`src/rtl/axi_lite_bus_a_pkg.sv`:
```
// Shared types and constants for the BUS_A AXI4-Lite initiator.
package axi_lite_bus_a_pkg;

    localparam int unsigned BUS_A_ADDR_W         = 32;
    localparam int unsigned BUS_A_DATA_W         = 32;
    localparam int unsigned BUS_A_TIMEOUT_CYCLES = 1024;
    localparam int unsigned RESP_W               = 2;
    localparam int unsigned WDOG_W               = 16;

    localparam logic [RESP_W-1:0] RESP_OKAY   = 2'b00;
    localparam logic [RESP_W-1:0] RESP_EXOKAY = 2'b01;
    localparam logic [RESP_W-1:0] RESP_SLVERR = 2'b10;
    localparam logic [RESP_W-1:0] RESP_DECERR = 2'b11;

    typedef enum logic [2:0] {
        S_IDLE    = 3'd0,
        S_WR_AW_W = 3'd1,
        S_WR_B    = 3'd2,
        S_RD_AR   = 3'd3,
        S_RD_R    = 3'd4,
        S_RSP     = 3'd5
    } state_e;

endpackage

```
`src/rtl/axi_lite_bus_a_master.sv`:
```
// AXI4-Lite initiator for BUS_A: one outstanding single-word command, registered outputs.
// Optional watchdog flag enabled by defining AXI_LITE_BUS_A_MASTER_TIMEOUT_EN.
module axi_lite_bus_a_master
    import axi_lite_bus_a_pkg::*;
#(
    parameter int unsigned C_M_AXI_BUS_A_ADDR_WIDTH = BUS_A_ADDR_W,
    parameter int unsigned C_M_AXI_BUS_A_DATA_WIDTH = BUS_A_DATA_W,
    parameter int unsigned TIMEOUT_CYCLES           = BUS_A_TIMEOUT_CYCLES
) (
    input  logic                                    SYS_CLK,
    input  logic                                    SYS_RESET,
    input  logic                                    cmd_valid,
    output logic                                    cmd_ready,
    input  logic                                    cmd_write,
    input  logic [C_M_AXI_BUS_A_ADDR_WIDTH-1:0]     cmd_addr,
    input  logic [C_M_AXI_BUS_A_DATA_WIDTH-1:0]     cmd_wdata,
    input  logic [C_M_AXI_BUS_A_DATA_WIDTH/8-1:0]   cmd_wstrb,
    output logic                                    rsp_valid,
    input  logic                                    rsp_ready,
    output logic [C_M_AXI_BUS_A_DATA_WIDTH-1:0]     rsp_rdata,
    output logic [1:0]                              rsp_resp,
`ifdef AXI_LITE_BUS_A_MASTER_TIMEOUT_EN
    output logic                                    timeout,
`endif
    output logic [C_M_AXI_BUS_A_ADDR_WIDTH-1:0]     m_axi_BUS_A_AWADDR,
    output logic                                    m_axi_BUS_A_AWVALID,
    input  logic                                    m_axi_BUS_A_AWREADY,
    output logic [C_M_AXI_BUS_A_DATA_WIDTH-1:0]     m_axi_BUS_A_WDATA,
    output logic [C_M_AXI_BUS_A_DATA_WIDTH/8-1:0]   m_axi_BUS_A_WSTRB,
    output logic                                    m_axi_BUS_A_WVALID,
    input  logic                                    m_axi_BUS_A_WREADY,
    input  logic [1:0]                              m_axi_BUS_A_BRESP,
    input  logic                                    m_axi_BUS_A_BVALID,
    output logic                                    m_axi_BUS_A_BREADY,
    output logic [C_M_AXI_BUS_A_ADDR_WIDTH-1:0]     m_axi_BUS_A_ARADDR,
    output logic                                    m_axi_BUS_A_ARVALID,
    input  logic                                    m_axi_BUS_A_ARREADY,
    input  logic [C_M_AXI_BUS_A_DATA_WIDTH-1:0]     m_axi_BUS_A_RDATA,
    input  logic [1:0]                              m_axi_BUS_A_RRESP,
    input  logic                                    m_axi_BUS_A_RVALID,
    output logic                                    m_axi_BUS_A_RREADY
);

    localparam int unsigned AW = C_M_AXI_BUS_A_ADDR_WIDTH;
    localparam int unsigned DW = C_M_AXI_BUS_A_DATA_WIDTH;
    localparam int unsigned SW = C_M_AXI_BUS_A_DATA_WIDTH / 8;

    state_e              state, state_nxt;
    logic                accept;
    logic                cmd_ready_nxt;
    logic [AW-1:0]       awaddr_nxt, araddr_nxt;
    logic [DW-1:0]       wdata_nxt, rsp_rdata_nxt;
    logic [SW-1:0]       wstrb_nxt;
    logic                awvalid_nxt, wvalid_nxt, bready_nxt, arvalid_nxt, rready_nxt;
    logic                rsp_valid_nxt;
    logic [RESP_W-1:0]   rsp_resp_nxt;

    assign accept = (state == S_IDLE) && cmd_valid && cmd_ready;

    // Next state and next value of every registered output; each output flop is fed from here.
    always_comb begin
        state_nxt     = state;
        awaddr_nxt    = m_axi_BUS_A_AWADDR;
        wdata_nxt     = m_axi_BUS_A_WDATA;
        wstrb_nxt     = m_axi_BUS_A_WSTRB;
        araddr_nxt    = m_axi_BUS_A_ARADDR;
        awvalid_nxt   = 1'b0;
        wvalid_nxt    = 1'b0;
        bready_nxt    = 1'b0;
        arvalid_nxt   = 1'b0;
        rready_nxt    = 1'b0;
        rsp_valid_nxt = 1'b0;
        rsp_rdata_nxt = rsp_rdata;
        rsp_resp_nxt  = rsp_resp;

        case (state)
            S_IDLE: begin
                if (accept) begin
                    if (cmd_write) begin
                        state_nxt   = S_WR_AW_W;
                        awaddr_nxt  = cmd_addr;
                        wdata_nxt   = cmd_wdata;
                        wstrb_nxt   = cmd_wstrb;
                        awvalid_nxt = 1'b1;
                        wvalid_nxt  = 1'b1;
                    end else begin
                        state_nxt   = S_RD_AR;
                        araddr_nxt  = cmd_addr;
                        arvalid_nxt = 1'b1;
                    end
                end
            end
            S_WR_AW_W: begin
                // AW and W retire independently; leave once both have handshaken.
                awvalid_nxt = m_axi_BUS_A_AWVALID && !m_axi_BUS_A_AWREADY;
                wvalid_nxt  = m_axi_BUS_A_WVALID && !m_axi_BUS_A_WREADY;
                if (!awvalid_nxt && !wvalid_nxt) begin
                    state_nxt  = S_WR_B;
                    bready_nxt = 1'b1;
                end
            end
            S_WR_B: begin
                if (m_axi_BUS_A_BVALID) begin
                    state_nxt     = S_RSP;
                    rsp_valid_nxt = 1'b1;
                    rsp_resp_nxt  = m_axi_BUS_A_BRESP;
                    rsp_rdata_nxt = '0;
                end else begin
                    bready_nxt = 1'b1;
                end
            end
            S_RD_AR: begin
                if (m_axi_BUS_A_ARREADY) begin
                    state_nxt  = S_RD_R;
                    rready_nxt = 1'b1;
                end else begin
                    arvalid_nxt = 1'b1;
                end
            end
            S_RD_R: begin
                if (m_axi_BUS_A_RVALID) begin
                    state_nxt     = S_RSP;
                    rsp_valid_nxt = 1'b1;
                    rsp_resp_nxt  = m_axi_BUS_A_RRESP;
                    rsp_rdata_nxt = m_axi_BUS_A_RDATA;
                end else begin
                    rready_nxt = 1'b1;
                end
            end
            S_RSP: begin
                if (rsp_ready) begin
                    state_nxt = S_IDLE;
                end else begin
                    rsp_valid_nxt = 1'b1;
                end
            end
            default: state_nxt = S_IDLE;
        endcase

        cmd_ready_nxt = (state_nxt == S_IDLE);
    end

    always_ff @(posedge SYS_CLK) begin
        if (SYS_RESET) begin
            state               <= S_IDLE;
            cmd_ready           <= 1'b0;
            m_axi_BUS_A_AWADDR  <= '0;
            m_axi_BUS_A_AWVALID <= 1'b0;
            m_axi_BUS_A_WDATA   <= '0;
            m_axi_BUS_A_WSTRB   <= '0;
            m_axi_BUS_A_WVALID  <= 1'b0;
            m_axi_BUS_A_BREADY  <= 1'b0;
            m_axi_BUS_A_ARADDR  <= '0;
            m_axi_BUS_A_ARVALID <= 1'b0;
            m_axi_BUS_A_RREADY  <= 1'b0;
            rsp_valid           <= 1'b0;
            rsp_rdata           <= '0;
            rsp_resp            <= RESP_OKAY;
        end else begin
            state               <= state_nxt;
            cmd_ready           <= cmd_ready_nxt;
            m_axi_BUS_A_AWADDR  <= awaddr_nxt;
            m_axi_BUS_A_AWVALID <= awvalid_nxt;
            m_axi_BUS_A_WDATA   <= wdata_nxt;
            m_axi_BUS_A_WSTRB   <= wstrb_nxt;
            m_axi_BUS_A_WVALID  <= wvalid_nxt;
            m_axi_BUS_A_BREADY  <= bready_nxt;
            m_axi_BUS_A_ARADDR  <= araddr_nxt;
            m_axi_BUS_A_ARVALID <= arvalid_nxt;
            m_axi_BUS_A_RREADY  <= rready_nxt;
            rsp_valid           <= rsp_valid_nxt;
            rsp_rdata           <= rsp_rdata_nxt;
            rsp_resp            <= rsp_resp_nxt;
        end
    end

`ifdef AXI_LITE_BUS_A_MASTER_TIMEOUT_EN
    logic [WDOG_W-1:0] wdog_cnt;
    logic              busy;

    assign busy = state inside {S_WR_AW_W, S_WR_B, S_RD_AR, S_RD_R};

    // Watchdog only flags a stuck slave; the transaction keeps waiting so AXI rules hold.
    always_ff @(posedge SYS_CLK) begin
        if (SYS_RESET) begin
            wdog_cnt <= '0;
            timeout  <= 1'b0;
        end else if (accept) begin
            wdog_cnt <= '0;
            timeout  <= 1'b0;
        end else if (busy && (wdog_cnt != {WDOG_W{1'b1}})) begin
            wdog_cnt <= wdog_cnt + WDOG_W'(1);
            if ((wdog_cnt + WDOG_W'(1)) >= WDOG_W'(TIMEOUT_CYCLES)) begin
                timeout <= 1'b1;
            end
        end
    end
`else
    // Parameter kept so both builds share one instantiation interface.
    logic [WDOG_W-1:0] unused_timeout_cycles;
    assign unused_timeout_cycles = WDOG_W'(TIMEOUT_CYCLES);
`endif

endmodule

```
`config.mk`:
```
export PLATFORM = sky130hd
export DESIGN_NAME = axi_lite_bus_a_master
export DESIGN_NICKNAME = d
export VERILOG_FILES = /design/src/rtl/axi_lite_bus_a_pkg.sv /design/src/rtl/axi_lite_bus_a_master.sv
export SDC_FILE = /design/constraint.sdc
export NUM_CORES = 1
export LEC_CHECK = 0
export BUFFER_PORTS_ARGS = -buffer_cell sky130_fd_sc_hd__buf_2
export CAP_MARGIN = 20
export CORE_MARGIN = 5
export CORE_UTILIZATION = 45
export DETAILED_ROUTE_END_ITERATION = 10
export GPL_ROUTABILITY_DRIVEN = 1
export MAX_ROUTING_LAYER = met4
export PLACE_DENSITY = 0.76
export SYNTH_ARGS = -nofsm -noshare
export SYNTH_HDL_FRONTEND = slang
export SYNTH_SLANG_ARGS = --single-unit
```
`constraint.sdc`:
```
create_clock -name SYS_CLK -period 2.8 [get_ports SYS_CLK]
set_clock_uncertainty 0.15 [all_clocks]
set_input_delay 0 -clock SYS_CLK [delete_from_list [all_inputs] [get_ports SYS_CLK]]
set_output_delay 0 -clock SYS_CLK [all_outputs]
set_load 0.03 [all_outputs]
```
==> reports/results.txt <==
PwrDens = 687 nW/um2
CTS tree = done
Reg2Reg Depth = 7
number of global-route vias before repair = 5954
Clock Sinks = 144
max incr delay on CP = 0.57 ns
setup TNS = 0 ns
share of layout cells above drive strength 1 = 30.3%
R2R Path End = m_axi_BUS_A_ARADDR[15]$_SDFFE_PP0P_
Clock Tree Buf Depth = 2
post-synthesis cell type count = 28
post-synthesis sequential area ratio = 54.9%
critical hold path startpoint = cmd_valid
clk_lat worst skew = 0.42 ns
met2 wire len = 9.29 mm
DR pass1 iterations = 7
first-pass GRT wire length = 29.9 mm
xor/xnor cell area share of the yosys netlist = 0%
R2R Setup Slk = 0.10 ns
syn_nets = 762
RR Startpoint = state[2]$_SDFF_PP0_
CP Data Arrival Time = 2.91 ns
HP Class = input port to flip-flop
Warnings, synthesis = 0
status = completed
Primary FF master, synth = dfxtp_1
Remaining DRCs = 0
Ant. Diodes = 0
placer's final routability congestion estimate = 0.866
Hold EP = m_axi_BUS_A_ARADDR[12]$_SDFFE_PP0P_
Boundary Pins = 255
clk slew on worst S/H paths = 0.06 ns
Setup Viol. Count Final = 0
Synth Register Bits = 144
Post-Synth Adder-Cell Area = 0%
crit path max-delay cell type = dlygate4sd3_1
Die ar. = 13900 um2
mean post-synth cell area = 8.11 um2
post-detail-place hpwl = 10.6 mm
Leak Pwr = 3.68 nW
crit start category = flip-flop
maximum fanout along the worst path = 14
Max-cap violations = 0
number of vias per cell = 5.17
Final period util = 96.4%
post-synthesis cell area = 5260 um2
largest family of logic cells by synthesized area = simple AND/OR/NAND/NOR gates
Die Span X = 118 um
via count = 5978
number of synthesized flops with an enable pin = 0
core footprint = 11400 um2
grt ovf = 0
Num CTS Buffers = 17
Compound-Gate Fraction of Synth Area = 14.6%
GRT Total Usage = 27.1%
number of port buffers = 254
final hold viol count = 0
met1 WL = 7.35 mm
H-tree levels = 4
CTS root buf = clkbuf_16
DRT antenna net count = 0
total wire length = 19.0 mm
Critical Path RT = 3.01 ns
post-CTS setup buffer count = 0
largest net degree at the start of global routing = 71
Final nets = 1115
count leader, synth = nand2_1
Worst Tran Pin Value = 0.604 ns
Worst VDD drop = 0.000491 V
Pwr Total = 5.81 mW
crit-path most repeated cell = dlygate4sd3_1
most frequent cells after synthesis = 204 x nand2_1, 144 x dfxtp_1, 139 x a21oi_1
synthesized instance count = 648
Initial Util = 46.0%
CP endpoint kind = flip-flop
Syn-to-layout area delta = 61.0%
Initial DRC Count = 513
headroom to the max-slew limit = 59.5%
Synth area leader = dfxtp_1
Met3 Wirelength = 1.62 mm
Final Slew Violations = 0
die height = 118 um
mux contribution to synthesized area = 0.762%
Setup CP Type = flip-flop to flip-flop
top cells by area, synth = dfxtp_1 55%, nand2_1 15%, a21oi_1 13%
Post-synth ARST share = 0%
worst-path cell chain = or2_4, nor4_4, buf_6, nand2_1, dlygate4sd3_1, a21oi_1, dlygate4sd3_1
Synth top area share = 54.9%
Finished Core Util = 74.1%
Synth Area in Simple Gates = 25.5%
post-layout min period = 2.70 ns
RSZ-0062 raised after global routing = false
hold path cells = 6
Top Metal Used = met4
Routed wire per std cell = 16.4 um
Max Clk Rate = 0.370 GHz
initial antenna violation count = 0
Cell Rows = 39
-- cells in the final DEF (no fill, tap or decap), types with 2 or more instances in the layout --
master           n
a211oi_1         4
a21oi_1        138
a32oi_1          2
buf_12           5
buf_2          253
buf_4            7
bufinv_16        3
clkbuf_16       17
clkbuf_8         2
clkinv_2         7
clkinvlp_4       2
dfxtp_1        142
dfxtp_2          2
dlygate4sd3_1  118
inv_1            2
mux2i_1          4
nand2_1        204
nand2b_1        35
nand3_1         33
nand3b_1         3
nor2_1           7
nor2b_1          4
nor3_1           2
nor4_4           2
o21ai_0          2
or3_1            2
-- flip-flops by register name, summed over array words and instances (netlist names) --
register and flops:
m_axi_BUS_A_ARADDR 32, m_axi_BUS_A_AWADDR 32, m_axi_BUS_A_WDATA 32, rsp_rdata 32, m_axi_BUS_A_WSTRB 4, state 3
rsp_resp 2, cmd_ready 1, m_axi_BUS_A_ARVALID 1, m_axi_BUS_A_AWVALID 1, m_axi_BUS_A_BREADY 1, m_axi_BUS_A_RREADY 1
m_axi_BUS_A_WVALID 1, rsp_valid 1
-- final cells by class --
cell class,instances,area [um2]
multi-input cells,452,2180
repair buffers,384,2610
flip-flops and latches,144,2890
well taps,143,179
fillers,780,2960
clock inverters,12,140
clock buffers,20,457
inverters,2,7.51
-- routing by layer --
layer | vias to the layer above | GRT usage (%)
met5 | - | -
met1 | 2763 | 29.5
li1 | 2837 | -
met4 | 0 | 13.4
met3 | 71 | 8.99
met2 | 307 | 44.3
-- through the flow --
| stage | hold slack (ns) | area, um2 | setup WS [ns] | cells |
|---|---|---|---|---|
| finish | 0.0692 | 8460 | 0.101 | 1157 |
| global route | 0.0904 | 8460 | 0.0151 | 1157 |
| CTS | 0.0966 | 8450 | 0.0604 | 1157 |
| detailed placement | 0.0957 | 6670 | 0.738 | 1007 |
| global placement | 0.0895 | 6670 | 0.794 | 1007 |
| floorplan | -0.0140 | 5260 | 1.12 | 648 |
-- worst max-delay path, delay by kind of cell (launching register included) --
family                 cells  cell delay (ns)
buffers and inverters      3             1.32
flip-flops                 1             0.39
AND/OR/NAND/NOR            3             0.63
AO/OA/AOI/OAI              1             0.15
-- repair_timing --
| item | in CTS | in global routing |
|---|---|---|
| hold buffers | 118 | 0 |
| endpoints found under the setup margin | 0 | 5 |
| gates resized for setup | 0 | 4 |
| hold endpoints to repair | 144 | 0 |
-- cells by family (layout without fill, tap and decap cells) --
family	count (synthesis)	count (layout)
and+or+nand+nor	299	299
AOI/OAI and AO/OA	149	149
muxes	4	4
buffers and inverters	52	418
DFF	144	144
-- where the power goes --
group	internal, mW	total (mW)	switching, mW
Combinational	0.468	1.24	0.770
Sequential	2.19	2.28	0.0907
Clock	1.43	2.29	0.856
-- worst max-delay path by stage --
stage	slack, ns	to	startpoint	cells past startpoint
2_1_floorplan	1.12	cmd_ready$_SDFF_PP0_	cmd_ready$_SDFF_PP0_	4
3_3_place_gp	0.79	rsp_rdata[4]$_SDFFE_PP0P_	state[2]$_SDFF_PP0_	5
3_5_place_dp	0.74	m_axi_BUS_A_ARADDR[3]$_SDFFE_PP0P_	state[2]$_SDFF_PP0_	5
4_1_cts	0.06	m_axi_BUS_A_ARADDR[15]$_SDFFE_PP0P_	state[2]$_SDFF_PP0_	7
5_1_grt	0.02	m_axi_BUS_A_ARADDR[16]$_SDFFE_PP0P_	state[2]$_SDFF_PP0_	7
6_report	0.10	m_axi_BUS_A_ARADDR[15]$_SDFFE_PP0P_	state[2]$_SDFF_PP0_	7
Note: power is estimated with default switching activity, not from simulation.
